[src/rtl/uart_if_param_if.sv]
// Bus bundle between the parametrised UART and its user: serial pins, FIFO access,
// parity selection and sticky error flags.
interface uart_if_param_if #(
  parameter int unsigned DBITS = 8,
  parameter int unsigned DEPTH = 8
);
  localparam int unsigned CntW = $clog2(DEPTH) + 1;

  logic             rx;
  logic             tx;
  logic [1:0]       parity_mode;
  logic [DBITS-1:0] tx_wdata;
  logic             tx_wten;
  logic             tx_fifo_full;
  logic             tx_fifo_empty;
  logic             rx_rden;
  logic [DBITS-1:0] rx_rdata;
  logic             rx_fifo_dvalid;
  logic             rx_fifo_full;
  logic [CntW-1:0]  rx_fifo_cnt;
  logic             err_clr;
  logic             tx_overrun;
  logic             rx_overrun;
  logic             rx_underrun;
  logic             rx_frame_err;
  logic             rx_parity_err;

  modport slave (
    input  rx, parity_mode, tx_wdata, tx_wten, rx_rden, err_clr,
    output tx, tx_fifo_full, tx_fifo_empty, rx_rdata, rx_fifo_dvalid, rx_fifo_full,
           rx_fifo_cnt, tx_overrun, rx_overrun, rx_underrun, rx_frame_err, rx_parity_err
  );

  modport master (
    output rx, parity_mode, tx_wdata, tx_wten, rx_rden, err_clr,
    input  tx, tx_fifo_full, tx_fifo_empty, rx_rdata, rx_fifo_dvalid, rx_fifo_full,
           rx_fifo_cnt, tx_overrun, rx_overrun, rx_underrun, rx_frame_err, rx_parity_err
  );
endinterface

[src/rtl/uart_if_param.sv]
// UART transmitter and receiver with TX/RX FIFOs, runtime parity selection and sticky
// error flags. Frames are start, DBITS data (LSB first), optional parity, one stop bit.
module uart_if_param #(
  parameter int unsigned DBITS    = 8,
  parameter int unsigned DEPTH    = 8,
  parameter int unsigned BAUD_DIV = 868
) (
  input logic            clk,
  input logic            rst,
  uart_if_param_if.slave bus
);
  localparam int unsigned PtrW = $clog2(DEPTH);
  localparam int unsigned CntW = PtrW + 1;
  localparam int unsigned BaudW = $clog2(BAUD_DIV) + 1;
  localparam int unsigned BitW = $clog2(DBITS);
  localparam logic [BaudW-1:0] BaudLast = BaudW'(BAUD_DIV - 1);
  localparam logic [BaudW-1:0] BaudHalf = BaudW'(BAUD_DIV / 2);
  localparam logic [BitW-1:0] BitLast = BitW'(DBITS - 1);
  localparam logic [CntW-1:0] CntFull = CntW'(DEPTH);

  typedef enum logic [2:0] {TxIdle, TxStart, TxData, TxParity, TxStop} tx_state_e;
  typedef enum logic [2:0] {RxIdle, RxStart, RxData, RxParity, RxStop, RxWaitHigh} rx_state_e;

  function automatic logic par_en(input logic [1:0] m);
    return (m == 2'b01) || (m == 2'b10);
  endfunction

  // ---------------- TX FIFO ----------------
  logic [DBITS-1:0] tx_mem_q [DEPTH];
  logic [PtrW-1:0]  tx_wptr_q, tx_wptr_d, tx_rptr_q, tx_rptr_d;
  logic [CntW-1:0]  tx_cnt_q, tx_cnt_d;
  logic             tx_full, tx_pop, tx_push_ok, tx_ovr_set;

  assign tx_full    = (tx_cnt_q == CntFull);
  assign tx_push_ok = bus.tx_wten && (!tx_full || tx_pop);
  assign tx_ovr_set = bus.tx_wten && !tx_push_ok;

  always_comb begin
    tx_wptr_d = tx_push_ok ? tx_wptr_q + PtrW'(1) : tx_wptr_q;
    tx_rptr_d = tx_pop ? tx_rptr_q + PtrW'(1) : tx_rptr_q;
    tx_cnt_d  = tx_cnt_q;
    if (tx_push_ok && !tx_pop) tx_cnt_d = tx_cnt_q + CntW'(1);
    else if (!tx_push_ok && tx_pop) tx_cnt_d = tx_cnt_q - CntW'(1);
  end

  always_ff @(posedge clk) begin
    if (tx_push_ok) tx_mem_q[tx_wptr_q] <= bus.tx_wdata;
  end

  // ---------------- TX FSM ----------------
  tx_state_e        tx_state_q, tx_state_d;
  logic [BaudW-1:0] tx_baud_q, tx_baud_d;
  logic [BitW-1:0]  tx_bit_q, tx_bit_d;
  logic [DBITS-1:0] tx_sh_q, tx_sh_d, tx_head;
  logic [1:0]       tx_mode_q, tx_mode_d;
  logic             tx_par_q, tx_par_d, tx_line_q, tx_line_d, tx_load;

  assign tx_head = tx_mem_q[tx_rptr_q];

  always_comb begin
    tx_state_d = tx_state_q;
    tx_baud_d  = tx_baud_q;
    tx_bit_d   = tx_bit_q;
    tx_sh_d    = tx_sh_q;
    tx_mode_d  = tx_mode_q;
    tx_par_d   = tx_par_q;
    tx_line_d  = tx_line_q;
    tx_pop     = 1'b0;
    tx_load    = 1'b0;
    unique case (tx_state_q)
      TxIdle: tx_load = (tx_cnt_q != '0);
      TxStart: begin
        if (tx_baud_q == '0) begin
          tx_state_d = TxData;
          tx_baud_d  = BaudLast;
          tx_bit_d   = '0;
          tx_line_d  = tx_sh_q[0];
          tx_sh_d    = tx_sh_q >> 1;
        end else begin
          tx_baud_d = tx_baud_q - BaudW'(1);
        end
      end
      TxData: begin
        if (tx_baud_q == '0) begin
          tx_baud_d = BaudLast;
          if (tx_bit_q == BitLast) begin
            tx_state_d = par_en(tx_mode_q) ? TxParity : TxStop;
            tx_line_d  = par_en(tx_mode_q) ? tx_par_q : 1'b1;
          end else begin
            tx_bit_d  = tx_bit_q + BitW'(1);
            tx_line_d = tx_sh_q[0];
            tx_sh_d   = tx_sh_q >> 1;
          end
        end else begin
          tx_baud_d = tx_baud_q - BaudW'(1);
        end
      end
      TxParity: begin
        if (tx_baud_q == '0) begin
          tx_state_d = TxStop;
          tx_baud_d  = BaudLast;
          tx_line_d  = 1'b1;
        end else begin
          tx_baud_d = tx_baud_q - BaudW'(1);
        end
      end
      TxStop: begin
        if (tx_baud_q == '0) begin
          // Chain straight into the next start bit when more data is queued.
          if (tx_cnt_q != '0) tx_load = 1'b1;
          else tx_state_d = TxIdle;
        end else begin
          tx_baud_d = tx_baud_q - BaudW'(1);
        end
      end
      default: tx_state_d = TxIdle;
    endcase
    if (tx_load) begin
      tx_pop     = 1'b1;
      tx_sh_d    = tx_head;
      tx_mode_d  = bus.parity_mode;
      tx_par_d   = (^tx_head) ^ (bus.parity_mode == 2'b10);
      tx_state_d = TxStart;
      tx_baud_d  = BaudLast;
      tx_line_d  = 1'b0;
    end
  end

  // ---------------- RX synchroniser and FSM ----------------
  logic             rx_s1_q, rx_s1_d, rx_s2_q, rx_s2_d, rx_prev_q, rx_prev_d;
  rx_state_e        rx_state_q, rx_state_d;
  logic [BaudW-1:0] rx_baud_q, rx_baud_d;
  logic [BitW-1:0]  rx_bit_q, rx_bit_d;
  logic [DBITS-1:0] rx_sh_q, rx_sh_d;
  logic [1:0]       rx_mode_q, rx_mode_d;
  logic             rx_pbit_q, rx_pbit_d;
  logic             rx_push_req, rx_ferr_set, rx_perr_set;

  always_comb begin
    rx_s1_d     = bus.rx;
    rx_s2_d     = rx_s1_q;
    rx_prev_d   = rx_s2_q;
    rx_state_d  = rx_state_q;
    rx_baud_d   = rx_baud_q;
    rx_bit_d    = rx_bit_q;
    rx_sh_d     = rx_sh_q;
    rx_mode_d   = rx_mode_q;
    rx_pbit_d   = rx_pbit_q;
    rx_push_req = 1'b0;
    rx_ferr_set = 1'b0;
    rx_perr_set = 1'b0;
    if (rx_state_q != RxIdle && rx_state_q != RxWaitHigh && rx_baud_q != '0) begin
      rx_baud_d = rx_baud_q - BaudW'(1);
    end
    unique case (rx_state_q)
      RxIdle: begin
        if (rx_prev_q && !rx_s2_q) begin
          rx_state_d = RxStart;
          rx_baud_d  = BaudHalf;
          rx_mode_d  = bus.parity_mode;
        end
      end
      RxStart: begin
        if (rx_baud_q == '0) begin
          rx_state_d = rx_s2_q ? RxIdle : RxData;
          rx_baud_d  = BaudLast;
          rx_bit_d   = '0;
        end
      end
      RxData: begin
        if (rx_baud_q == '0) begin
          rx_sh_d   = {rx_s2_q, rx_sh_q[DBITS-1:1]};
          rx_baud_d = BaudLast;
          if (rx_bit_q == BitLast) rx_state_d = par_en(rx_mode_q) ? RxParity : RxStop;
          else rx_bit_d = rx_bit_q + BitW'(1);
        end
      end
      RxParity: begin
        if (rx_baud_q == '0) begin
          rx_pbit_d  = rx_s2_q;
          rx_state_d = RxStop;
          rx_baud_d  = BaudLast;
        end
      end
      RxStop: begin
        if (rx_baud_q == '0) begin
          if (!rx_s2_q) begin
            rx_ferr_set = 1'b1;
            rx_state_d  = RxWaitHigh;
          end else begin
            rx_state_d = RxIdle;
            if (par_en(rx_mode_q) && (((^rx_sh_q) ^ rx_pbit_q) != (rx_mode_q == 2'b10))) begin
              rx_perr_set = 1'b1;
            end else begin
              rx_push_req = 1'b1;
            end
          end
        end
      end
      RxWaitHigh: if (rx_s2_q) rx_state_d = RxIdle;
      default: rx_state_d = RxIdle;
    endcase
  end

  // ---------------- RX FIFO ----------------
  logic [DBITS-1:0] rx_mem_q [DEPTH];
  logic [PtrW-1:0]  rx_wptr_q, rx_wptr_d, rx_rptr_q, rx_rptr_d;
  logic [CntW-1:0]  rx_cnt_q, rx_cnt_d;
  logic             rx_full, rx_pop_ok, rx_push_ok, rx_ovr_set, rx_und_set;

  assign rx_full    = (rx_cnt_q == CntFull);
  assign rx_pop_ok  = bus.rx_rden && (rx_cnt_q != '0);
  assign rx_push_ok = rx_push_req && (!rx_full || rx_pop_ok);
  assign rx_ovr_set = rx_push_req && !rx_push_ok;
  assign rx_und_set = bus.rx_rden && (rx_cnt_q == '0);

  always_comb begin
    rx_wptr_d = rx_push_ok ? rx_wptr_q + PtrW'(1) : rx_wptr_q;
    rx_rptr_d = rx_pop_ok ? rx_rptr_q + PtrW'(1) : rx_rptr_q;
    rx_cnt_d  = rx_cnt_q;
    if (rx_push_ok && !rx_pop_ok) rx_cnt_d = rx_cnt_q + CntW'(1);
    else if (!rx_push_ok && rx_pop_ok) rx_cnt_d = rx_cnt_q - CntW'(1);
  end

  always_ff @(posedge clk) begin
    if (rx_push_ok) rx_mem_q[rx_wptr_q] <= rx_sh_q;
  end

  // ---------------- Sticky flags (clear wins over set) ----------------
  logic tx_ovr_q, tx_ovr_d, rx_ovr_q, rx_ovr_d, rx_und_q, rx_und_d;
  logic rx_ferr_q, rx_ferr_d, rx_perr_q, rx_perr_d;

  always_comb begin
    tx_ovr_d  = bus.err_clr ? 1'b0 : (tx_ovr_q | tx_ovr_set);
    rx_ovr_d  = bus.err_clr ? 1'b0 : (rx_ovr_q | rx_ovr_set);
    rx_und_d  = bus.err_clr ? 1'b0 : (rx_und_q | rx_und_set);
    rx_ferr_d = bus.err_clr ? 1'b0 : (rx_ferr_q | rx_ferr_set);
    rx_perr_d = bus.err_clr ? 1'b0 : (rx_perr_q | rx_perr_set);
  end

  always_ff @(posedge clk or posedge rst) begin
    if (rst) begin
      tx_wptr_q  <= '0;
      tx_rptr_q  <= '0;
      tx_cnt_q   <= '0;
      tx_state_q <= TxIdle;
      tx_baud_q  <= '0;
      tx_bit_q   <= '0;
      tx_sh_q    <= '0;
      tx_mode_q  <= '0;
      tx_par_q   <= 1'b0;
      tx_line_q  <= 1'b1;
      rx_s1_q    <= 1'b1;
      rx_s2_q    <= 1'b1;
      rx_prev_q  <= 1'b1;
      rx_state_q <= RxIdle;
      rx_baud_q  <= '0;
      rx_bit_q   <= '0;
      rx_sh_q    <= '0;
      rx_mode_q  <= '0;
      rx_pbit_q  <= 1'b0;
      rx_wptr_q  <= '0;
      rx_rptr_q  <= '0;
      rx_cnt_q   <= '0;
      tx_ovr_q   <= 1'b0;
      rx_ovr_q   <= 1'b0;
      rx_und_q   <= 1'b0;
      rx_ferr_q  <= 1'b0;
      rx_perr_q  <= 1'b0;
    end else begin
      tx_wptr_q  <= tx_wptr_d;
      tx_rptr_q  <= tx_rptr_d;
      tx_cnt_q   <= tx_cnt_d;
      tx_state_q <= tx_state_d;
      tx_baud_q  <= tx_baud_d;
      tx_bit_q   <= tx_bit_d;
      tx_sh_q    <= tx_sh_d;
      tx_mode_q  <= tx_mode_d;
      tx_par_q   <= tx_par_d;
      tx_line_q  <= tx_line_d;
      rx_s1_q    <= rx_s1_d;
      rx_s2_q    <= rx_s2_d;
      rx_prev_q  <= rx_prev_d;
      rx_state_q <= rx_state_d;
      rx_baud_q  <= rx_baud_d;
      rx_bit_q   <= rx_bit_d;
      rx_sh_q    <= rx_sh_d;
      rx_mode_q  <= rx_mode_d;
      rx_pbit_q  <= rx_pbit_d;
      rx_wptr_q  <= rx_wptr_d;
      rx_rptr_q  <= rx_rptr_d;
      rx_cnt_q   <= rx_cnt_d;
      tx_ovr_q   <= tx_ovr_d;
      rx_ovr_q   <= rx_ovr_d;
      rx_und_q   <= rx_und_d;
      rx_ferr_q  <= rx_ferr_d;
      rx_perr_q  <= rx_perr_d;
    end
  end

  assign bus.tx             = tx_line_q;
  assign bus.tx_fifo_full   = tx_full;
  assign bus.tx_fifo_empty  = (tx_cnt_q == '0) && (tx_state_q == TxIdle);
  assign bus.rx_rdata       = (rx_cnt_q == '0) ? '0 : rx_mem_q[rx_rptr_q];
  assign bus.rx_fifo_dvalid = (rx_cnt_q != '0);
  assign bus.rx_fifo_full   = rx_full;
  assign bus.rx_fifo_cnt    = rx_cnt_q;
  assign bus.tx_overrun     = tx_ovr_q;
  assign bus.rx_overrun     = rx_ovr_q;
  assign bus.rx_underrun    = rx_und_q;
  assign bus.rx_frame_err   = rx_ferr_q;
  assign bus.rx_parity_err  = rx_perr_q;
endmodule

[src/flat_wrapper.sv]
// flat-port wrapper written by rule: the top's interface ports become plain ports
module uart_if_param_flat 
#(
  parameter int unsigned DBITS    = 8,
  parameter int unsigned DEPTH    = 8,
  parameter int unsigned BAUD_DIV = 868
)
  (clk, rst, bus_rx, bus_parity_mode, bus_tx_wdata, bus_tx_wten, bus_rx_rden, bus_err_clr, bus_tx, bus_tx_fifo_full, bus_tx_fifo_empty, bus_rx_rdata, bus_rx_fifo_dvalid, bus_rx_fifo_full, bus_rx_fifo_cnt, bus_tx_overrun, bus_rx_overrun, bus_rx_underrun, bus_rx_frame_err, bus_rx_parity_err);
  uart_if_param_if #(.DBITS(DBITS), .DEPTH(DEPTH)) bus_i ();
  input logic clk;
  input logic rst;
  input wire logic [$bits(bus_i.rx)-1:0] bus_rx;
  input wire logic [$bits(bus_i.parity_mode)-1:0] bus_parity_mode;
  input wire logic [$bits(bus_i.tx_wdata)-1:0] bus_tx_wdata;
  input wire logic [$bits(bus_i.tx_wten)-1:0] bus_tx_wten;
  input wire logic [$bits(bus_i.rx_rden)-1:0] bus_rx_rden;
  input wire logic [$bits(bus_i.err_clr)-1:0] bus_err_clr;
  output wire logic [$bits(bus_i.tx)-1:0] bus_tx;
  output wire logic [$bits(bus_i.tx_fifo_full)-1:0] bus_tx_fifo_full;
  output wire logic [$bits(bus_i.tx_fifo_empty)-1:0] bus_tx_fifo_empty;
  output wire logic [$bits(bus_i.rx_rdata)-1:0] bus_rx_rdata;
  output wire logic [$bits(bus_i.rx_fifo_dvalid)-1:0] bus_rx_fifo_dvalid;
  output wire logic [$bits(bus_i.rx_fifo_full)-1:0] bus_rx_fifo_full;
  output wire logic [$bits(bus_i.rx_fifo_cnt)-1:0] bus_rx_fifo_cnt;
  output wire logic [$bits(bus_i.tx_overrun)-1:0] bus_tx_overrun;
  output wire logic [$bits(bus_i.rx_overrun)-1:0] bus_rx_overrun;
  output wire logic [$bits(bus_i.rx_underrun)-1:0] bus_rx_underrun;
  output wire logic [$bits(bus_i.rx_frame_err)-1:0] bus_rx_frame_err;
  output wire logic [$bits(bus_i.rx_parity_err)-1:0] bus_rx_parity_err;
  assign bus_i.rx = bus_rx;
  assign bus_i.parity_mode = bus_parity_mode;
  assign bus_i.tx_wdata = bus_tx_wdata;
  assign bus_i.tx_wten = bus_tx_wten;
  assign bus_i.rx_rden = bus_rx_rden;
  assign bus_i.err_clr = bus_err_clr;
  assign bus_tx = bus_i.tx;
  assign bus_tx_fifo_full = bus_i.tx_fifo_full;
  assign bus_tx_fifo_empty = bus_i.tx_fifo_empty;
  assign bus_rx_rdata = bus_i.rx_rdata;
  assign bus_rx_fifo_dvalid = bus_i.rx_fifo_dvalid;
  assign bus_rx_fifo_full = bus_i.rx_fifo_full;
  assign bus_rx_fifo_cnt = bus_i.rx_fifo_cnt;
  assign bus_tx_overrun = bus_i.tx_overrun;
  assign bus_rx_overrun = bus_i.rx_overrun;
  assign bus_rx_underrun = bus_i.rx_underrun;
  assign bus_rx_frame_err = bus_i.rx_frame_err;
  assign bus_rx_parity_err = bus_i.rx_parity_err;
  uart_if_param #(.DBITS(DBITS), .DEPTH(DEPTH), .BAUD_DIV(BAUD_DIV)) u_core (.clk(clk), .rst(rst), .bus(bus_i));
endmodule
[config.mk]
export PLATFORM = sky130hd
export DESIGN_NAME = uart_if_param_flat
export DESIGN_NICKNAME = d
export VERILOG_FILES = /design/src/rtl/uart_if_param_if.sv /design/src/rtl/uart_if_param.sv /design/src/flat_wrapper.sv
export SDC_FILE = /design/constraint.sdc
export NUM_CORES = 1
export LEC_CHECK = 0
export BUFFER_PORTS_ARGS = -buffer_cell sky130_fd_sc_hd__buf_2
export CAP_MARGIN = 20
export CORE_ASPECT_RATIO = 0.5
export CORE_UTILIZATION = 30
export CTS_CLUSTER_SIZE = 25
export DETAILED_ROUTE_END_ITERATION = 6
export PLACE_DENSITY_LB_ADDON = 0.1
export SLEW_MARGIN = 20
export SYNTH_ARGS = -nofsm -noshare
export SYNTH_HDL_FRONTEND = slang
export SYNTH_SLANG_ARGS = --single-unit
[constraint.sdc]
create_clock -name clk -period 4.5 [get_ports clk]
set_input_delay 0.225 -clock clk [delete_from_list [all_inputs] [get_ports clk]]
set_output_delay 0.225 -clock clk [all_outputs]
set_load 0.02 [all_outputs]
==> impl_metrics.csv <==
group,metric,value,unit
status,status,"complete, no violations",
finish,final_common_cell,"edfxtp_1",
timing,grt_setup_unrepaired,"false",
route,wl_per_cell,16.9,um
pwr,p_sw,1.59,mW
timing,slew_headroom,0.355,
finish,drive_gt1_frac,0.218,
synth,async_flop_share,0.399,
placement,portBuffers,37,
synth,synth-edff-count,128,
route,viasPerCell,4.68,
cts,clk_latency,0.52,ns
setup_path,worstSetupStartpointType,"flip-flop",
global_routing,grt_pass1_vias,5653,
synth,avgSynthCellArea,14.5,um2
placement,gp_congestion,0.742,
synth,synthTopCellsByArea,"edfxtp_1 41%, dfrtp_1 22%, mux4_2 7.7%",
floorplanning,die_x,252,um
cts,cts_tree,"yes",
cts,cts.sinks,213,
pwr,leakage,4.12,nW
timing,slew_viol_final,0,
floorplanning,initial_utilization,0.308,
cts,cts_buffers,22,
worst_hold_path,hold_path_class,"input pin to flip-flop",
floorplanning,core_area,30600,um2
route,drt_iter0_drc,284,
cts,cts-root-buf,"clkbuf_16",
global_routing,antenna_found_initial,0,
pwr,power.total,5.48,mW
floorplanning,die_y,127,um
finish,nFillCells,2949,
timing,fmax,283,MHz
setup_path,worst-path-max-fanout,9,
pwr,seq_power_share,0.467,
finish,seq_area,5980,um2
cts,cts.repair.resized,0,
synth,yosysTopAreaCellShare,0.409,
cts,cts_buffer_depth,3,
global_routing,track_usage,0.126,
timing,clock_skew,0.0216,ns
route,first_pass_iters,4,
route,routed-via-count,5411,
pwr,combPwrFrac,0.189,
route,drc,0,
synth,syn_area,9400,um2
synth,syn_nets,683,
finish,most-common-layout-cells,"128 x edfxtp_1, 81 x dfrtp_1, 50 x nand2_1, 49 x nor2_1, 37 x buf_2",
route,wl,19500,um
setup_path,crit_arrival,3.93,ns
cts,clk_pin_slew_worst_paths,0.06,ns
route,antenna_left,0,
pwr,internal_power,3.88,mW
finish,final_nets,754,
setup_path,cp_data_required_time,4.90,ns
timing,setup_violations,0,
finish,area_growth,17.6,%
pwr,power.switching_fraction,0.291,
placement,dpl.hpwl,12600,um
setup_path,setup.worst_path.class,"flip-flop to flip-flop",
pwr,vdd.ir_drop.worst,0.267,mV
synth,ys.flop_type,"edfxtp_1",
finish,finalCoreUtilization,0.362,
cts,htreeDepth,1,
pwr,power_density,495,nW/um2
floorplanning,fp.dieArea,32100,um2
global_routing,grt_start_max_net_pins,47,
global_routing,grt_pass1_wl,31700,um
floorplanning,ios,38,
timing,finalCriticalPeriod,3.53,ns
timing,fin_crit_sh,0.785,
synth,synth_seq_area_share,0.635,
synth,yosysWarningCount,0,
timing,hold_violations,0,
timing,timing.setup.tns,0,ns
setup_path,end_kind,"flip-flop",
timing,worst_pin_slew,0.968,ns
pwr,pwr-share-clk,0.344,
synth,synth_top_cell_by_area,"edfxtp_1",
job,cap_violations,0,
floorplanning,num_rows,45,
global_routing,grt-ovfl-total,0,
synth,syn_inst,647,
synth,ys_ff_latch,213,
finish,num_antenna_cells,0,
finish,multi_input_area,3270,um2
synth,ys_types,64,
## routing by layer
| layer | global-route usage | vias up | share of wire |
|---|---|---|---|
| met5 | 0 | - | 0 |
| met1 | 0.175 | 2744 | 0.49 |
| met4 | 0.0289 | 0 | 0.019 |
| met3 | 0.0271 | 28 | 0.030 |
| met2 | 0.204 | 63 | 0.46 |
| li1 | - | 2576 | - |
## layout make-up
| cell class | instances | share of cell area |
|---|---|---|
| clock buffers | 26 | 0.0531 |
| clock inverters | 14 | 0.0136 |
| inverters | 21 | 0.00724 |
| multi-input cells | 391 | 0.296 |
| flip-flops and latches | 213 | 0.540 |
| well taps | 423 | 0.0479 |
| repair buffers | 69 | 0.0416 |
## per-stage QoR
stage          cell area, um2  hold slack, ns  std cells  setup WS (ns)
2_1_floorplan            9400           0.229        647           1.27
3_3_place_gp            10200           0.334       1103           1.02
3_5_place_dp            10200           0.338       1103          0.980
4_1_cts                 11100          0.0133       1157          0.964
5_1_grt                 11100          0.0143       1157          0.673
6_report                11100          0.0356       1157          0.969
## worst paths after layout
path	startpoint	endpoint	slack, ns	cells after the start
max	u_core.tx_baud_q[1]	u_core.tx_cnt_q[3]	0.97	15
min	bus_tx_wten	u_core.bus.tx_overrun	0.04	3
max reg2reg	u_core.tx_baud_q[1]	u_core.tx_cnt_q[3]	0.97	15
min reg2reg	u_core.rx_s1_q	u_core.rx_prev_d	0.34	0
max in group asynchronous	rst	u_core.tx_baud_q[8]	3.05	4
min in group asynchronous	rst	u_core.rx_rptr_q[2]	0.36	3
## flip-flops by register name, summed over array words and instances, names as in the netlist, 3 cells and up
register and count:
u_core.bus.rx_fifo_cnt 4, u_core.rx_baud_q 11, u_core.rx_bit_q 3, u_core.rx_mem_q 64, u_core.rx_rptr_q 3, u_core.rx_sh_q 8
u_core.rx_state_q 3, u_core.rx_wptr_q 3, u_core.tx_baud_q 11, u_core.tx_bit_q 3, u_core.tx_cnt_q 4, u_core.tx_mem_q 64
u_core.tx_rptr_q 3, u_core.tx_sh_q 8, u_core.tx_state_q 3, u_core.tx_wptr_q 3
## cells in the mapped netlist (3+ instances only)
| cell type | n |
|---|---|
| a21o_1 | 4 |
| a21oi_1 | 22 |
| a221o_1 | 7 |
| a31oi_1 | 5 |
| and2_1 | 3 |
| buf_1 | 5 |
| clkbuf_1 | 13 |
| dfrtp_1 | 81 |
| dfstp_2 | 4 |
| edfxtp_1 | 128 |
| ha_1 | 18 |
| inv_1 | 20 |
| mux2_2 | 13 |
| mux2i_1 | 17 |
| mux4_2 | 32 |
| nand2_1 | 50 |
| nand3_1 | 16 |
| nor2_1 | 49 |
| nor3_1 | 14 |
| nor3b_1 | 4 |
| nor3b_2 | 5 |
| nor4_1 | 6 |
| o21ai_0 | 27 |
| o22ai_1 | 4 |
| o31ai_1 | 6 |
| or3_1 | 4 |
| xnor2_1 | 34 |
| xor2_1 | 10 |
## cells by family after synthesis
logic type,share of synthesized area
flip-flops,0.635
AND/OR/NAND/NOR,0.0974
AO/OA/AOI/OAI,0.0631
multiplexers,0.111
XOR/XNOR,0.0458
buffers and inverters,0.0186
adder cells (fa/ha/maj),0.0282
## power groups by stage
stage               Sequential [mW]  Combinational (mW)  Clock [mW]
CTS                            2.56                1.06        1.94
finish                         2.56                1.04        1.88
detailed placement             2.60                1.05           0
floorplan                      2.47               0.824           0
global route                   2.59                1.16        2.02
global placement               2.60                1.04           0
## critical path: stages, from the launching register on
cell     delay (ns)
dfrtp_1        0.41
inv_1          0.07
ha_1           0.17
nor3b_2        0.38
nand4_2        0.35
a21oi_4        0.40
o21ai_2        0.19
inv_1          0.17
ha_1           0.21
inv_1          0.09
ha_1           0.31
a21o_1         0.17
a21oi_1        0.16
xnor2_1        0.13
nor2_1         0.06
xor2_1         0.14
## what timing repair did
item	4_1_cts	5_1_grt
hold buffers	14	0
setup endpoints to repair	0	0
setup buffers	0	0
hold endpoints to repair	109	0
No activity file was read; power rests on OpenSTA's default activity.
